**config.mk**
```make
export PLATFORM = sky130hd
export DESIGN_NAME = fluorescence_acquisition_sequencer
export DESIGN_NICKNAME = d
export VERILOG_FILES = /design/src/rtl/fluorescence_acquisition_sequencer.sv
export SDC_FILE = /design/constraint.sdc
export NUM_CORES = 1
export LEC_CHECK = 0
export BUFFER_PORTS_ARGS = -buffer_cell sky130_fd_sc_hd__buf_2
export CAP_MARGIN = 15
export CORE_ASPECT_RATIO = 0.8
export CORE_MARGIN = 2
export CORE_UTILIZATION = 53
export CTS_CLUSTER_DIAMETER = 60
export DETAILED_ROUTE_END_ITERATION = 7
export MAX_ROUTING_LAYER = met4
export PLACE_DENSITY = 0.75
export SYNTH_ARGS = -nofsm -noshare
export SYNTH_HDL_FRONTEND = slang
export SYNTH_SLANG_ARGS = --single-unit
```
**constraint.sdc**
```tcl
create_clock -name clock_50_mhz -period 3.9 [get_ports clock_50_mhz]
set_input_delay 0.78 -clock clock_50_mhz [delete_from_list [all_inputs] [get_ports clock_50_mhz]]
set_output_delay 0.78 -clock clock_50_mhz [all_outputs]
set_load 0.1 [all_outputs]
```
**src/rtl/fluorescence_acquisition_sequencer.sv**
```systemverilog
// Light-source sequencer and gated photon counter for the fluorescence front end.
// Optional blanked-pulse counter and port: define BLANKED_COUNT_EN.
module fluorescence_acquisition_sequencer #(
  parameter int CNT_W   = 32,
  parameter int TIMER_W = 32,
  parameter int FRAME_W = 16
) (
  input  logic               clock_50_mhz,
  input  logic               reset,
  input  logic               start,
  input  logic               abort,
  input  logic [TIMER_W-1:0] half_period_cfg,
  input  logic [TIMER_W-1:0] blank_cfg,
  input  logic [FRAME_W-1:0] period_cfg,
  input  logic [FRAME_W-1:0] frames_cfg,
  input  logic               pulse_in,
  output logic               light_source_pin,
  output logic               busy,
  output logic               result_valid,
  input  logic               result_ready,
  output logic [CNT_W-1:0]   bright_count,
  output logic [CNT_W-1:0]   dark_count,
`ifdef BLANKED_COUNT_EN
  output logic [CNT_W-1:0]   blanked_count,
`endif
  output logic               overrun,
  output logic               done
);

  typedef enum logic [1:0] {
    S_IDLE = 2'd0,
    S_RUN  = 2'd1,
    S_FEND = 2'd2
  } state_e;

  localparam logic [CNT_W-1:0]   CNT_MAX = '1;
  localparam logic [CNT_W-1:0]   CNT_0   = '0;
  localparam logic [TIMER_W-1:0] T_0     = '0;
  localparam logic [TIMER_W-1:0] T_1     = 1;
  localparam logic [TIMER_W-1:0] T_2     = 2;
  localparam logic [FRAME_W-1:0] F_0     = '0;
  localparam logic [FRAME_W-1:0] F_1     = 1;

  function automatic logic [CNT_W-1:0] sat_inc(input logic [CNT_W-1:0] v);
    return (v == CNT_MAX) ? v : v + 1'b1;
  endfunction

  state_e             state_q, state_d;
  logic               light_q, light_d;
  logic [TIMER_W-1:0] t_q, t_d;
  logic [TIMER_W-1:0] h_q, h_d;
  logic [TIMER_W-1:0] blank_q, blank_d;
  logic [FRAME_W-1:0] per_q, per_d;
  logic [FRAME_W-1:0] frames_q, frames_d;
  logic [FRAME_W-1:0] per_cnt_q, per_cnt_d;
  logic [FRAME_W-1:0] frame_cnt_q, frame_cnt_d;
  logic [CNT_W-1:0]   bright_acc_q, bright_acc_d;
  logic [CNT_W-1:0]   dark_acc_q, dark_acc_d;
  logic [CNT_W-1:0]   bright_res_q, bright_res_d;
  logic [CNT_W-1:0]   dark_res_q, dark_res_d;
  logic               valid_q, valid_d;
  logic               overrun_q, overrun_d;
  logic               done_q, done_d;
`ifdef BLANKED_COUNT_EN
  logic [CNT_W-1:0]   blank_acc_q, blank_acc_d;
  logic [CNT_W-1:0]   blank_res_q, blank_res_d;
`endif

  logic               last_t;
  logic               frame_last;
  logic               counted;
  logic [FRAME_W-1:0] frame_nxt;

  assign last_t     = (t_q == h_q - T_1);
  assign frame_last = last_t && !light_q && (per_cnt_q == per_q - F_1);
  assign counted    = pulse_in && (t_q >= blank_q);
  assign frame_nxt  = frame_cnt_q + F_1;

  // Next-state, timing, accumulation and result handshake
  always_comb begin
    state_d      = state_q;
    light_d      = light_q;
    t_d          = t_q;
    h_d          = h_q;
    blank_d      = blank_q;
    per_d        = per_q;
    frames_d     = frames_q;
    per_cnt_d    = per_cnt_q;
    frame_cnt_d  = frame_cnt_q;
    bright_acc_d = bright_acc_q;
    dark_acc_d   = dark_acc_q;
    bright_res_d = bright_res_q;
    dark_res_d   = dark_res_q;
    valid_d      = valid_q;
    overrun_d    = overrun_q;
    done_d       = 1'b0;
`ifdef BLANKED_COUNT_EN
    blank_acc_d  = blank_acc_q;
    blank_res_d  = blank_res_q;
`endif

    if (valid_q && result_ready) begin
      valid_d = 1'b0;
    end

    unique case (state_q)
      S_IDLE: begin
        if (start && !abort) begin
          state_d      = S_RUN;
          light_d      = 1'b1;
          t_d          = T_0;
          h_d          = (half_period_cfg < T_2) ? T_2 : half_period_cfg;
          blank_d      = blank_cfg;
          per_d        = (period_cfg == F_0) ? F_1 : period_cfg;
          frames_d     = frames_cfg;
          per_cnt_d    = F_0;
          frame_cnt_d  = F_0;
          bright_acc_d = CNT_0;
          dark_acc_d   = CNT_0;
          overrun_d    = 1'b0;
`ifdef BLANKED_COUNT_EN
          blank_acc_d  = CNT_0;
`endif
        end
      end
      S_RUN: begin
        if (counted) begin
          if (light_q) begin
            bright_acc_d = sat_inc(bright_acc_q);
          end else begin
            dark_acc_d = sat_inc(dark_acc_q);
          end
        end
`ifdef BLANKED_COUNT_EN
        if (pulse_in && !counted) begin
          blank_acc_d = sat_inc(blank_acc_q);
        end
`endif
        if (last_t) begin
          t_d     = T_0;
          light_d = !light_q;
          if (!light_q) begin
            if (frame_last) begin
              state_d = S_FEND;
            end else begin
              per_cnt_d = per_cnt_q + F_1;
            end
          end
        end else begin
          t_d = t_q + T_1;
        end
      end
      S_FEND: begin
        if (!valid_q) begin
          bright_res_d = bright_acc_q;
          dark_res_d   = dark_acc_q;
          valid_d      = 1'b1;
`ifdef BLANKED_COUNT_EN
          blank_res_d  = blank_acc_q;
`endif
        end else begin
          overrun_d = 1'b1;
        end
        bright_acc_d = CNT_0;
        dark_acc_d   = CNT_0;
`ifdef BLANKED_COUNT_EN
        blank_acc_d  = CNT_0;
`endif
        per_cnt_d    = F_0;
        frame_cnt_d  = frame_nxt;
        t_d          = T_0;
        if ((frames_q != F_0) && (frame_nxt == frames_q)) begin
          state_d = S_IDLE;
          light_d = 1'b0;
          done_d  = 1'b1;
        end else begin
          state_d = S_RUN;
          light_d = 1'b1;
        end
      end
      default: begin
        state_d = S_IDLE;
      end
    endcase

    // Abort overrides everything in an active run; overrun survives
    if (abort && (state_q != S_IDLE)) begin
      state_d      = S_IDLE;
      light_d      = 1'b0;
      t_d          = T_0;
      per_cnt_d    = F_0;
      frame_cnt_d  = F_0;
      bright_acc_d = CNT_0;
      dark_acc_d   = CNT_0;
      bright_res_d = CNT_0;
      dark_res_d   = CNT_0;
      valid_d      = 1'b0;
      done_d       = 1'b0;
`ifdef BLANKED_COUNT_EN
      blank_acc_d  = CNT_0;
      blank_res_d  = CNT_0;
`endif
    end
  end

  // State and datapath registers
  always_ff @(posedge clock_50_mhz) begin
    if (reset) begin
      state_q      <= S_IDLE;
      light_q      <= 1'b0;
      t_q          <= T_0;
      h_q          <= T_0;
      blank_q      <= T_0;
      per_q        <= F_0;
      frames_q     <= F_0;
      per_cnt_q    <= F_0;
      frame_cnt_q  <= F_0;
      bright_acc_q <= CNT_0;
      dark_acc_q   <= CNT_0;
      bright_res_q <= CNT_0;
      dark_res_q   <= CNT_0;
      valid_q      <= 1'b0;
      overrun_q    <= 1'b0;
      done_q       <= 1'b0;
`ifdef BLANKED_COUNT_EN
      blank_acc_q  <= CNT_0;
      blank_res_q  <= CNT_0;
`endif
    end else begin
      state_q      <= state_d;
      light_q      <= light_d;
      t_q          <= t_d;
      h_q          <= h_d;
      blank_q      <= blank_d;
      per_q        <= per_d;
      frames_q     <= frames_d;
      per_cnt_q    <= per_cnt_d;
      frame_cnt_q  <= frame_cnt_d;
      bright_acc_q <= bright_acc_d;
      dark_acc_q   <= dark_acc_d;
      bright_res_q <= bright_res_d;
      dark_res_q   <= dark_res_d;
      valid_q      <= valid_d;
      overrun_q    <= overrun_d;
      done_q       <= done_d;
`ifdef BLANKED_COUNT_EN
      blank_acc_q  <= blank_acc_d;
      blank_res_q  <= blank_res_d;
`endif
    end
  end

  assign light_source_pin = light_q;
  assign busy             = (state_q != S_IDLE);
  assign result_valid     = valid_q;
  assign bright_count     = bright_res_q;
  assign dark_count       = dark_res_q;
  assign overrun          = overrun_q;
  assign done             = done_q;
`ifdef BLANKED_COUNT_EN
  assign blanked_count    = blank_res_q;
`endif

endmodule

```
==> run_summary.xml, run 1 <==
<?xml version="1.0" encoding="UTF-8"?>
<metrics>
  <group name="drt">
    <metric name="routed_wl" unit="mm">40.1</metric>
    <metric name="drc" unit="">0</metric>
    <metric name="wire_per_inst" unit="um">16.1</metric>
    <metric name="drt-initial-drc-count" unit="">1045</metric>
    <metric name="avgViaCountPerCell" unit="">5.75</metric>
    <metric name="route.vias.total" unit="">14347</metric>
    <metric name="detailedRoute.firstPassIterationCount" unit="">5</metric>
    <metric name="antenna_left" unit="">0</metric>
  </group>
  <group name="cells_and_area">
    <metric name="filler_cell_count" unit="">2532</metric>
    <metric name="stdcell_count" unit="">2494</metric>
    <metric name="layout_utilization" unit="%">62.4</metric>
    <metric name="multi_input_area" unit="mm2">0.00864</metric>
    <metric name="flow.area_growth_from_synthesis" unit="%">16.4</metric>
    <metric name="fin_nets" unit="">2244</metric>
    <metric name="layout-drive-gt1-share" unit="%">15.6</metric>
    <metric name="layout.area.seq" unit="mm2">0.00589</metric>
  </group>
  <group name="hold_path">
    <metric name="hold_path.class" unit="">flip-flop to flip-flop</metric>
  </group>
  <group name="synth">
    <metric name="synthesis.instances" unit="">1969</metric>
    <metric name="synth-seq-area-share" unit="%">38.9</metric>
    <metric name="synth_area_per_cell" unit="um2">7.69</metric>
    <metric name="post-synth-top-area-fraction" unit="%">38.9</metric>
    <metric name="syn-cell-area" unit="mm2">0.0151</metric>
    <metric name="postSynth.asyncResetShare" unit="%">0</metric>
    <metric name="number_of_synthesized_flops_with_an_enable_pin" unit="">0</metric>
    <metric name="synth.top_cells.by_area" unit="">sky130_fd_sc_hd__dfxtp_1 39%, sky130_fd_sc_hd__nand2_1 10%, sky130_fd_sc_hd__a21oi_1 8.1%, sky130_fd_sc_hd__xnor2_1 4.5%, sky130_fd_sc_hd__ha_1 3.6%</metric>
    <metric name="synthesis.nets" unit="">2115</metric>
    <metric name="ys_dominant_reg_cell" unit="">sky130_fd_sc_hd__dfxtp_1</metric>
    <metric name="ys_seq_elements" unit="">294</metric>
    <metric name="synth.largest_area_cell" unit="">sky130_fd_sc_hd__dfxtp_1</metric>
    <metric name="synth.distinct_cells" unit="">67</metric>
    <metric name="number_of_warning_messages_in_the_yosys_log" unit="">0</metric>
  </group>
  <group name="floorplanning">
    <metric name="floorplan.die.height" unit="um">155</metric>
    <metric name="placement_rows" unit="">55</metric>
    <metric name="floorplan.initialDensity" unit="%">53.6</metric>
    <metric name="die_area" unit="mm2">0.0299</metric>
    <metric name="std_cell_core_area" unit="mm2">0.0282</metric>
    <metric name="chipWidth" unit="um">193</metric>
    <metric name="ioPinCount" unit="">171</metric>
  </group>
  <group name="clocking">
    <metric name="cts-buffers-inserted" unit="">30</metric>
    <metric name="path_clk_slew" unit="ps">70</metric>
    <metric name="clock_sinks" unit="">294</metric>
    <metric name="cts_buffer_depth" unit="">3</metric>
    <metric name="clock_latency_on_the_worst_skew_pair" unit="ps">560</metric>
    <metric name="htreeDepth" unit="">1</metric>
    <metric name="root_buffer_master" unit="">sky130_fd_sc_hd__clkbuf_16</metric>
    <metric name="tritoncts" unit="">built</metric>
  </group>
  <group name="worst_setup_path">
    <metric name="cp-start-kind" unit="">flip-flop</metric>
    <metric name="cp_data_arrival_time" unit="ps">4250</metric>
    <metric name="worst-path-max-fanout" unit="">9</metric>
    <metric name="crit_top_cell" unit="">sky130_fd_sc_hd__or4_4</metric>
    <metric name="critical_path_required" unit="ps">4340</metric>
    <metric name="critPathKind" unit="">flip-flop to flip-flop</metric>
    <metric name="critical_path.cell_chain" unit="">or4_4, or4_4, or4_1, a211oi_2, o22ai_2, or4_4, buf_6, nor4_4, buf_6, nand4_1, mux2i_1</metric>
    <metric name="setup.worst_path.end_class" unit="">flip-flop</metric>
    <metric name="cp_slowest_cell" unit="">sky130_fd_sc_hd__or4_4</metric>
    <metric name="crit_path_max_incr_delay" unit="ps">610</metric>
  </group>
  <group name="placement">
    <metric name="dp_hpwl" unit="mm">28.5</metric>
    <metric name="io_buffer_count" unit="">170</metric>
    <metric name="globalplace.congestion" unit="">0.933</metric>
    <metric name="dp.cells" unit="">2434</metric>
  </group>
  <group name="global_routing">
    <metric name="overall_global_routing_usage" unit="%">27.1</metric>
    <metric name="grt_antenna_before_repair" unit="">2</metric>
    <metric name="grt_start_max_net_pins" unit="">98</metric>
    <metric name="grt_pass1_wl" unit="mm">65.6</metric>
    <metric name="grt_overflow_total" unit="">0</metric>
    <metric name="grt_pass1_vias" unit="">13295</metric>
  </group>
  <group name="timing">
    <metric name="max_slew_margin" unit="%">25.8</metric>
    <metric name="finalSetupViolCount" unit="">0</metric>
    <metric name="max_slew.worst_pin.slew" unit="ps">1110</metric>
    <metric name="rsz0062_at_grt" unit="">yes</metric>
    <metric name="finalClockSkew" unit="ps">11.9</metric>
    <metric name="timing.final.hold_violations" unit="">0</metric>
    <metric name="post-route-min-period" unit="ps">3810</metric>
    <metric name="clock.fmax" unit="MHz">262</metric>
    <metric name="slew_violations" unit="">0</metric>
    <metric name="final_min_period_over_clock_period" unit="%">97.8</metric>
  </group>
  <group name="job">
    <metric name="drv_cap" unit="">0</metric>
  </group>
  <group name="pwr">
    <metric name="static_leak" unit="nW">6.55</metric>
    <metric name="power.ir.vdd_worst" unit="mV">0.480</metric>
    <metric name="powerDensity" unit="mW/mm2">482</metric>
  </group>
  <group name="run_status">
    <metric name="status" unit="">finished clean</metric>
  </group>
</metrics>
sequential cells by signal, summed over array words and instances (netlist names):
signal	flops
bright_count	32
per_cnt_q	16
bright_acc_q	32
dark_acc_q	32
frame_cnt_q	16
done	1
overrun	1
blank_q	32
dark_count	32
h_q	32
state_q	2
per_q	16
result_valid	1
frames_q	16
t_q	32
light_source_pin	1
per-layer routing:
layer	vias up	routed length (um)	global-route usage [%]
li1	7129	-	-
met1	6744	19200	37.8
met2	432	17900	42.6
met3	42	2430	3.50
met4	0	595	5.19
met5	-	0	-
cell usage after synthesis (all sizes together), types with 11 or more instances:
| master | n |
|---|---|
| or3 | 26 |
| and3 | 26 |
| clkbuf | 108 |
| nor2 | 121 |
| nor3 | 38 |
| dfxtp | 294 |
| o31ai | 22 |
| or2 | 17 |
| a21o | 21 |
| nand2 | 420 |
| a211oi | 13 |
| inv | 60 |
| nand2b | 14 |
| a21oi | 244 |
| nand4 | 41 |
| buf | 13 |
| or4 | 31 |
| nor4 | 41 |
| xnor2 | 78 |
| xor2 | 44 |
| ha | 44 |
| mux2i | 17 |
| o21ai | 39 |
| a2111oi | 11 |
| nand3 | 74 |
layout make-up:
class | instances | share of cell area, %
multi-input combinational | 1493 | 49.1
sequential | 294 | 33.4
timing repair buffer | 218 | 7.16
clock buffer | 38 | 4.78
tap | 370 | 2.63
clock inverter | 18 | 1.59
inverter | 61 | 1.30
antenna | 2 | 0.0284
metrics by stage:
stage               instance area [um2]  setup WS (ps)  total power, mW  setup TNS, ps  hold slack [ps]
floorplan                         15100           14.0             4.67              0              436
global placement                  16400           31.1             5.19              0              442
detailed placement                16400          -55.7             5.24           -126              443
CTS                               17500           18.7             8.45              0              440
global route                      17600          -62.7             8.87           -137              446
finish                            17600           87.3             8.49              0              449
final timing paths:
check | depth (start not counted) | startpoint | slack, ps | end
setup reg to reg | 11 | h_q[10] | 90 | per_cnt_q[13]
setup / recovery | 11 | h_q[10] | 90 | per_cnt_q[13]
hold / removal | 2 | dark_count[23] | 450 | dark_count[23]
hold reg to reg | 2 | dark_count[23] | 450 | dark_count[23]
repair_timing:
| action | in CTS | in global routing |
|---|---|---|
| endpoints found under the setup margin | 10 | 16 |
| gates resized for setup | 0 | 20 |
| pin swaps | 1 | 11 |
| cloned | 0 | 0 |
| buffers inserted | 0 | 2 |
| hold buffers | 0 | 0 |
critical path: cells and delay by family, from the launching register on:
kind	cells	cell delay [ps]
AND/OR/NAND/NOR	6	2540
buffers and inverters	2	320
AO/OA/AOI/OAI	2	360
flip-flops	1	320
multiplexers	1	150
report_power, final:
group	leakage [nW]	internal, mW	switching (mW)
clock network	0.534	1.99	1.25
logic	3.64	0.701	1.27
registers	2.38	3.12	0.154
total	6.55	5.81	2.67
cell usage in the layout (no fill, tap or decap), drive strengths merged, types with 13 or more instances in the layout:
master / synthesis / routed
nand2b: 14 / 14
o21ai: 39 / 39
and3: 26 / 26
xor2: 44 / 44
a211oi: 13 / 13
or3: 26 / 26
nand4: 41 / 41
nor3: 38 / 38
dfxtp: 294 / 294
nor2: 121 / 121
o31ai: 22 / 22
a21o: 21 / 21
buf: 13 / 218
inv: 60 / 60
or2: 17 / 17
ha: 44 / 44
clkbuf: 108 / 38
nor4: 41 / 41
nand3: 74 / 74
xnor2: 78 / 78
or4: 31 / 31
nand2: 420 / 420
a21oi: 244 / 244
mux2i: 17 / 17
logic make-up (layout without fill, tap and decap cells):
| logic type | count (synthesis) | count (layout) | synth area share, % |
|---|---|---|---|
| other | 0 | 2 | 0 |
| muxes | 18 | 18 | 1.20 |
| xor gates and xnor gates | 122 | 122 | 7.06 |
| DFF | 294 | 294 | 38.9 |
| and+or+nand+nor | 898 | 898 | 28.4 |
| buffers and inverters | 182 | 335 | 4.73 |
| AOI/OAI and AO/OA | 411 | 411 | 16.1 |
| adders and majority gates | 44 | 44 | 3.64 |
No activity file was read; power rests on OpenSTA's default activity.
==> inputs of run 2 (changes only) <==
--- a/config.mk
+++ b/config.mk
@@ -9,11 +9,12 @@
 export CAP_MARGIN = 15
 export CORE_ASPECT_RATIO = 0.8
 export CORE_MARGIN = 2
-export CORE_UTILIZATION = 53
+export CORE_UTILIZATION = 55
+export CTS_BUF_LIST = sky130_fd_sc_hd__clkbuf_4
 export CTS_CLUSTER_DIAMETER = 60
 export DETAILED_ROUTE_END_ITERATION = 7
 export MAX_ROUTING_LAYER = met4
-export PLACE_DENSITY = 0.75
+export PLACE_DENSITY = 0.78
 export SYNTH_ARGS = -nofsm -noshare
 export SYNTH_HDL_FRONTEND = slang
 export SYNTH_SLANG_ARGS = --single-unit
==> run 2 against run 1 <==
Net effect:
- final area shrank 1.3%
- global-route usage grew 1.3 points
- critical path depth grew 1
- routed wire length grew 0.34%
- worst hold slack lost 150 ps
- total power shrank 6.5%
- core utilization grew 1.6 points
- sequential share of layout area grew 0.44 points
==> run_summary.xml, run 2 (same netlist as run 1, synthesis figures left out) <==
<?xml version="1.0" encoding="UTF-8"?>
<metrics>
  <group name="clocking">
    <metric name="cts-buffers-inserted" unit="">75</metric>
    <metric name="tritoncts" unit="">built</metric>
    <metric name="root_buffer_master" unit="">sky130_fd_sc_hd__clkbuf_4</metric>
    <metric name="clock_sinks" unit="">294</metric>
    <metric name="path_clk_slew" unit="ps">70</metric>
    <metric name="clock_latency_on_the_worst_skew_pair" unit="ps">740</metric>
    <metric name="htreeDepth" unit="">3</metric>
    <metric name="cts_buffer_depth" unit="">3</metric>
  </group>
  <group name="placement">
    <metric name="dp_hpwl" unit="mm">28.2</metric>
    <metric name="globalplace.congestion" unit="">0.952</metric>
    <metric name="detailedPlace.worstSlack" unit="ps">-52.5</metric>
    <metric name="detailed_place.area" unit="mm2">0.0163</metric>
    <metric name="io_buffer_count" unit="">170</metric>
  </group>
  <group name="floorplanning">
    <metric name="floorplan.initialDensity" unit="%">55.7</metric>
    <metric name="chipWidth" unit="um">189</metric>
    <metric name="die_area" unit="mm2">0.0289</metric>
    <metric name="ioPinCount" unit="">171</metric>
    <metric name="placement_rows" unit="">54</metric>
    <metric name="floorplan.die.height" unit="um">152</metric>
    <metric name="std_cell_core_area" unit="mm2">0.0272</metric>
  </group>
  <group name="global_routing">
    <metric name="overall_global_routing_usage" unit="%">28.5</metric>
    <metric name="grt_start_max_net_pins" unit="">98</metric>
    <metric name="grt_antenna_before_repair" unit="">3</metric>
    <metric name="grt_overflow_total" unit="">0</metric>
    <metric name="grt_pass1_vias" unit="">13778</metric>
    <metric name="grt_pass1_wl" unit="mm">66.5</metric>
  </group>
  <group name="worst_setup_path">
    <metric name="worst-path-max-fanout" unit="">6</metric>
    <metric name="setup.worst_path.end_class" unit="">flip-flop</metric>
    <metric name="cp-start-kind" unit="">flip-flop</metric>
    <metric name="cp_slowest_cell" unit="">sky130_fd_sc_hd__or4_4</metric>
    <metric name="critical_path.cell_chain" unit="">or4_4, or4_4, buf_6, nor4_4, xnor2_1, or4_4, or4_4, buf_8, nor4_4, buf_4, and4_1, mux2i_1</metric>
    <metric name="critPathKind" unit="">flip-flop to flip-flop</metric>
    <metric name="crit_top_cell" unit="">sky130_fd_sc_hd__or4_4</metric>
    <metric name="cp_data_arrival_time" unit="ps">4510</metric>
    <metric name="critical_path_required" unit="ps">4540</metric>
    <metric name="crit_path_max_incr_delay" unit="ps">610</metric>
  </group>
  <group name="pwr">
    <metric name="power.share.combinational" unit="%">24.8</metric>
    <metric name="power_switching" unit="mW">2.68</metric>
    <metric name="p_total" unit="mW">7.93</metric>
    <metric name="power.share.sequential" unit="%">41.3</metric>
    <metric name="power.ir.vdd_worst" unit="mV">0.260</metric>
    <metric name="int_power" unit="mW">5.25</metric>
    <metric name="static_leak" unit="nW">6.55</metric>
    <metric name="powerDensity" unit="mW/mm2">457</metric>
    <metric name="power.share.clock" unit="%">33.9</metric>
    <metric name="power_switching_share" unit="%">33.8</metric>
  </group>
  <group name="drt">
    <metric name="avgViaCountPerCell" unit="">5.77</metric>
    <metric name="route.vias.total" unit="">14708</metric>
    <metric name="drc" unit="">0</metric>
    <metric name="antenna_left" unit="">0</metric>
    <metric name="routed_wl" unit="mm">40.2</metric>
    <metric name="drt-initial-drc-count" unit="">1003</metric>
    <metric name="wire_per_inst" unit="um">15.8</metric>
    <metric name="detailedRoute.firstPassIterationCount" unit="">5</metric>
  </group>
  <group name="timing">
    <metric name="rsz0062_at_grt" unit="">yes</metric>
    <metric name="final_min_period_over_clock_period" unit="%">99.2</metric>
    <metric name="timing.final.hold_violations" unit="">0</metric>
    <metric name="fin_hold_ws" unit="ps">298</metric>
    <metric name="fin_tns_setup" unit="ps">0</metric>
    <metric name="finalClockSkew" unit="ps">64.0</metric>
    <metric name="max_slew_margin" unit="%">29.4</metric>
    <metric name="post-route-worst-setup-slack" unit="ps">32.0</metric>
    <metric name="slew_violations" unit="">0</metric>
    <metric name="post-route-min-period" unit="ps">3870</metric>
    <metric name="max_slew.worst_pin.slew" unit="ps">1060</metric>
    <metric name="clock.fmax" unit="MHz">259</metric>
    <metric name="finalSetupViolCount" unit="">0</metric>
  </group>
  <group name="job">
    <metric name="drv_cap" unit="">0</metric>
  </group>
  <group name="cells_and_area">
    <metric name="flow.area_growth_from_synthesis" unit="%">14.8</metric>
    <metric name="final_cell_mix" unit="">420 x sky130_fd_sc_hd__nand2_1, 294 x sky130_fd_sc_hd__dfxtp_1, 244 x sky130_fd_sc_hd__a21oi_1, 171 x sky130_fd_sc_hd__buf_2, 119 x sky130_fd_sc_hd__nor2_1</metric>
    <metric name="mostFrequentLayoutCell" unit="">sky130_fd_sc_hd__nand2_1</metric>
    <metric name="final_cell_area" unit="mm2">0.0174</metric>
    <metric name="layout-drive-gt1-share" unit="%">17.3</metric>
    <metric name="fin_nets" unit="">2286</metric>
  </group>
  <group name="run_status">
    <metric name="status" unit="">finished clean</metric>
  </group>
  <group name="hold_path">
    <metric name="hold_path.class" unit="">input pin to flip-flop</metric>
  </group>
</metrics>
[run 2: changes by cell type in the layout (fill, tap and decap cells not counted), moves of 3 or more]
cell                         change
sky130_fd_sc_hd__clkbuf_4       +99
sky130_fd_sc_hd__clkbuf_16      -31
sky130_fd_sc_hd__clkinv_1       +13
sky130_fd_sc_hd__clkinvlp_4      -5
sky130_fd_sc_hd__buf_4           -4
sky130_fd_sc_hd__clkbuf_8        -4
sky130_fd_sc_hd__clkinv_2        -4
sky130_fd_sc_hd__bufinv_16       -3
sky130_fd_sc_hd__clkbuf_1        -3
[run 2: layer usage]
layer	up-vias	track usage, %	routed length [um]
met3	94	5.46	2850
li1	7228	-	-
met4	0	10.5	1060
met2	483	43.5	18000
met5	-	-	0
met1	6903	37.5	18300
[run 2: final timing paths]
| check | cells past startpoint | end | slack, ps | startpoint |
|---|---|---|---|---|
| worst max register to register | 12 | per_cnt_q[4] | 30 | h_q[10] |
| worst max-delay path | 12 | per_cnt_q[4] | 30 | h_q[10] |
| worst min register to register | 2 | dark_count[10] | 450 | dark_count[10] |
| worst min-delay path | 3 | blank_q[21] | 300 | blank_cfg[21] |
[run 2: area by class of cell]
cell class / count / area [um2]
fillers: 2448 / 9780
repair buffers: 214 / 1230
well taps: 364 / 455
multi-input cells: 1494 / 8640
clock buffers: 99 / 743
diodes: 3 / 7.51
flip-flops and latches: 294 / 5890
inverters: 61 / 229
clock inverters: 20 / 190
[run 2: power by group through the flow]
stage,Clock [mW],Combinational [mW],Sequential [mW]
5_1_grt,2.89,2.17,3.29
6_report,2.69,1.97,3.27
3_3_place_gp,0,1.84,3.33
3_5_place_dp,0,1.87,3.34
4_1_cts,2.76,1.88,3.27
2_1_floorplan,0,1.34,3.32
[run 2: what timing repair did]
action                                  4_1_cts  5_1_grt
hold buffers                                  0        0
endpoints found under the setup margin        3       46
gates cloned                                  0        2
pin swaps                                     1        8
setup buffers                                 0        4
resized for setup                             0       18
[run 2: worst max-delay path: cells and delay by family, from the launching register on]
| family | cells | cell delay, ps |
|---|---|---|
| mux | 1 | 180 |
| simple gates | 7 | 2680 |
| flops | 1 | 310 |
| xor+xnor | 1 | 100 |
| buf+inv | 3 | 490 |
[run 2: stage by stage]
| stage | utilization, % | instances |
|---|---|---|
| floorplan | - | 1969 |
| global placement | 60.1 | 2421 |
| detailed placement | 60.1 | 2421 |
| CTS | 63.5 | 2540 |
| global route | 64.0 | 2549 |
| finish | 64.0 | 2549 |
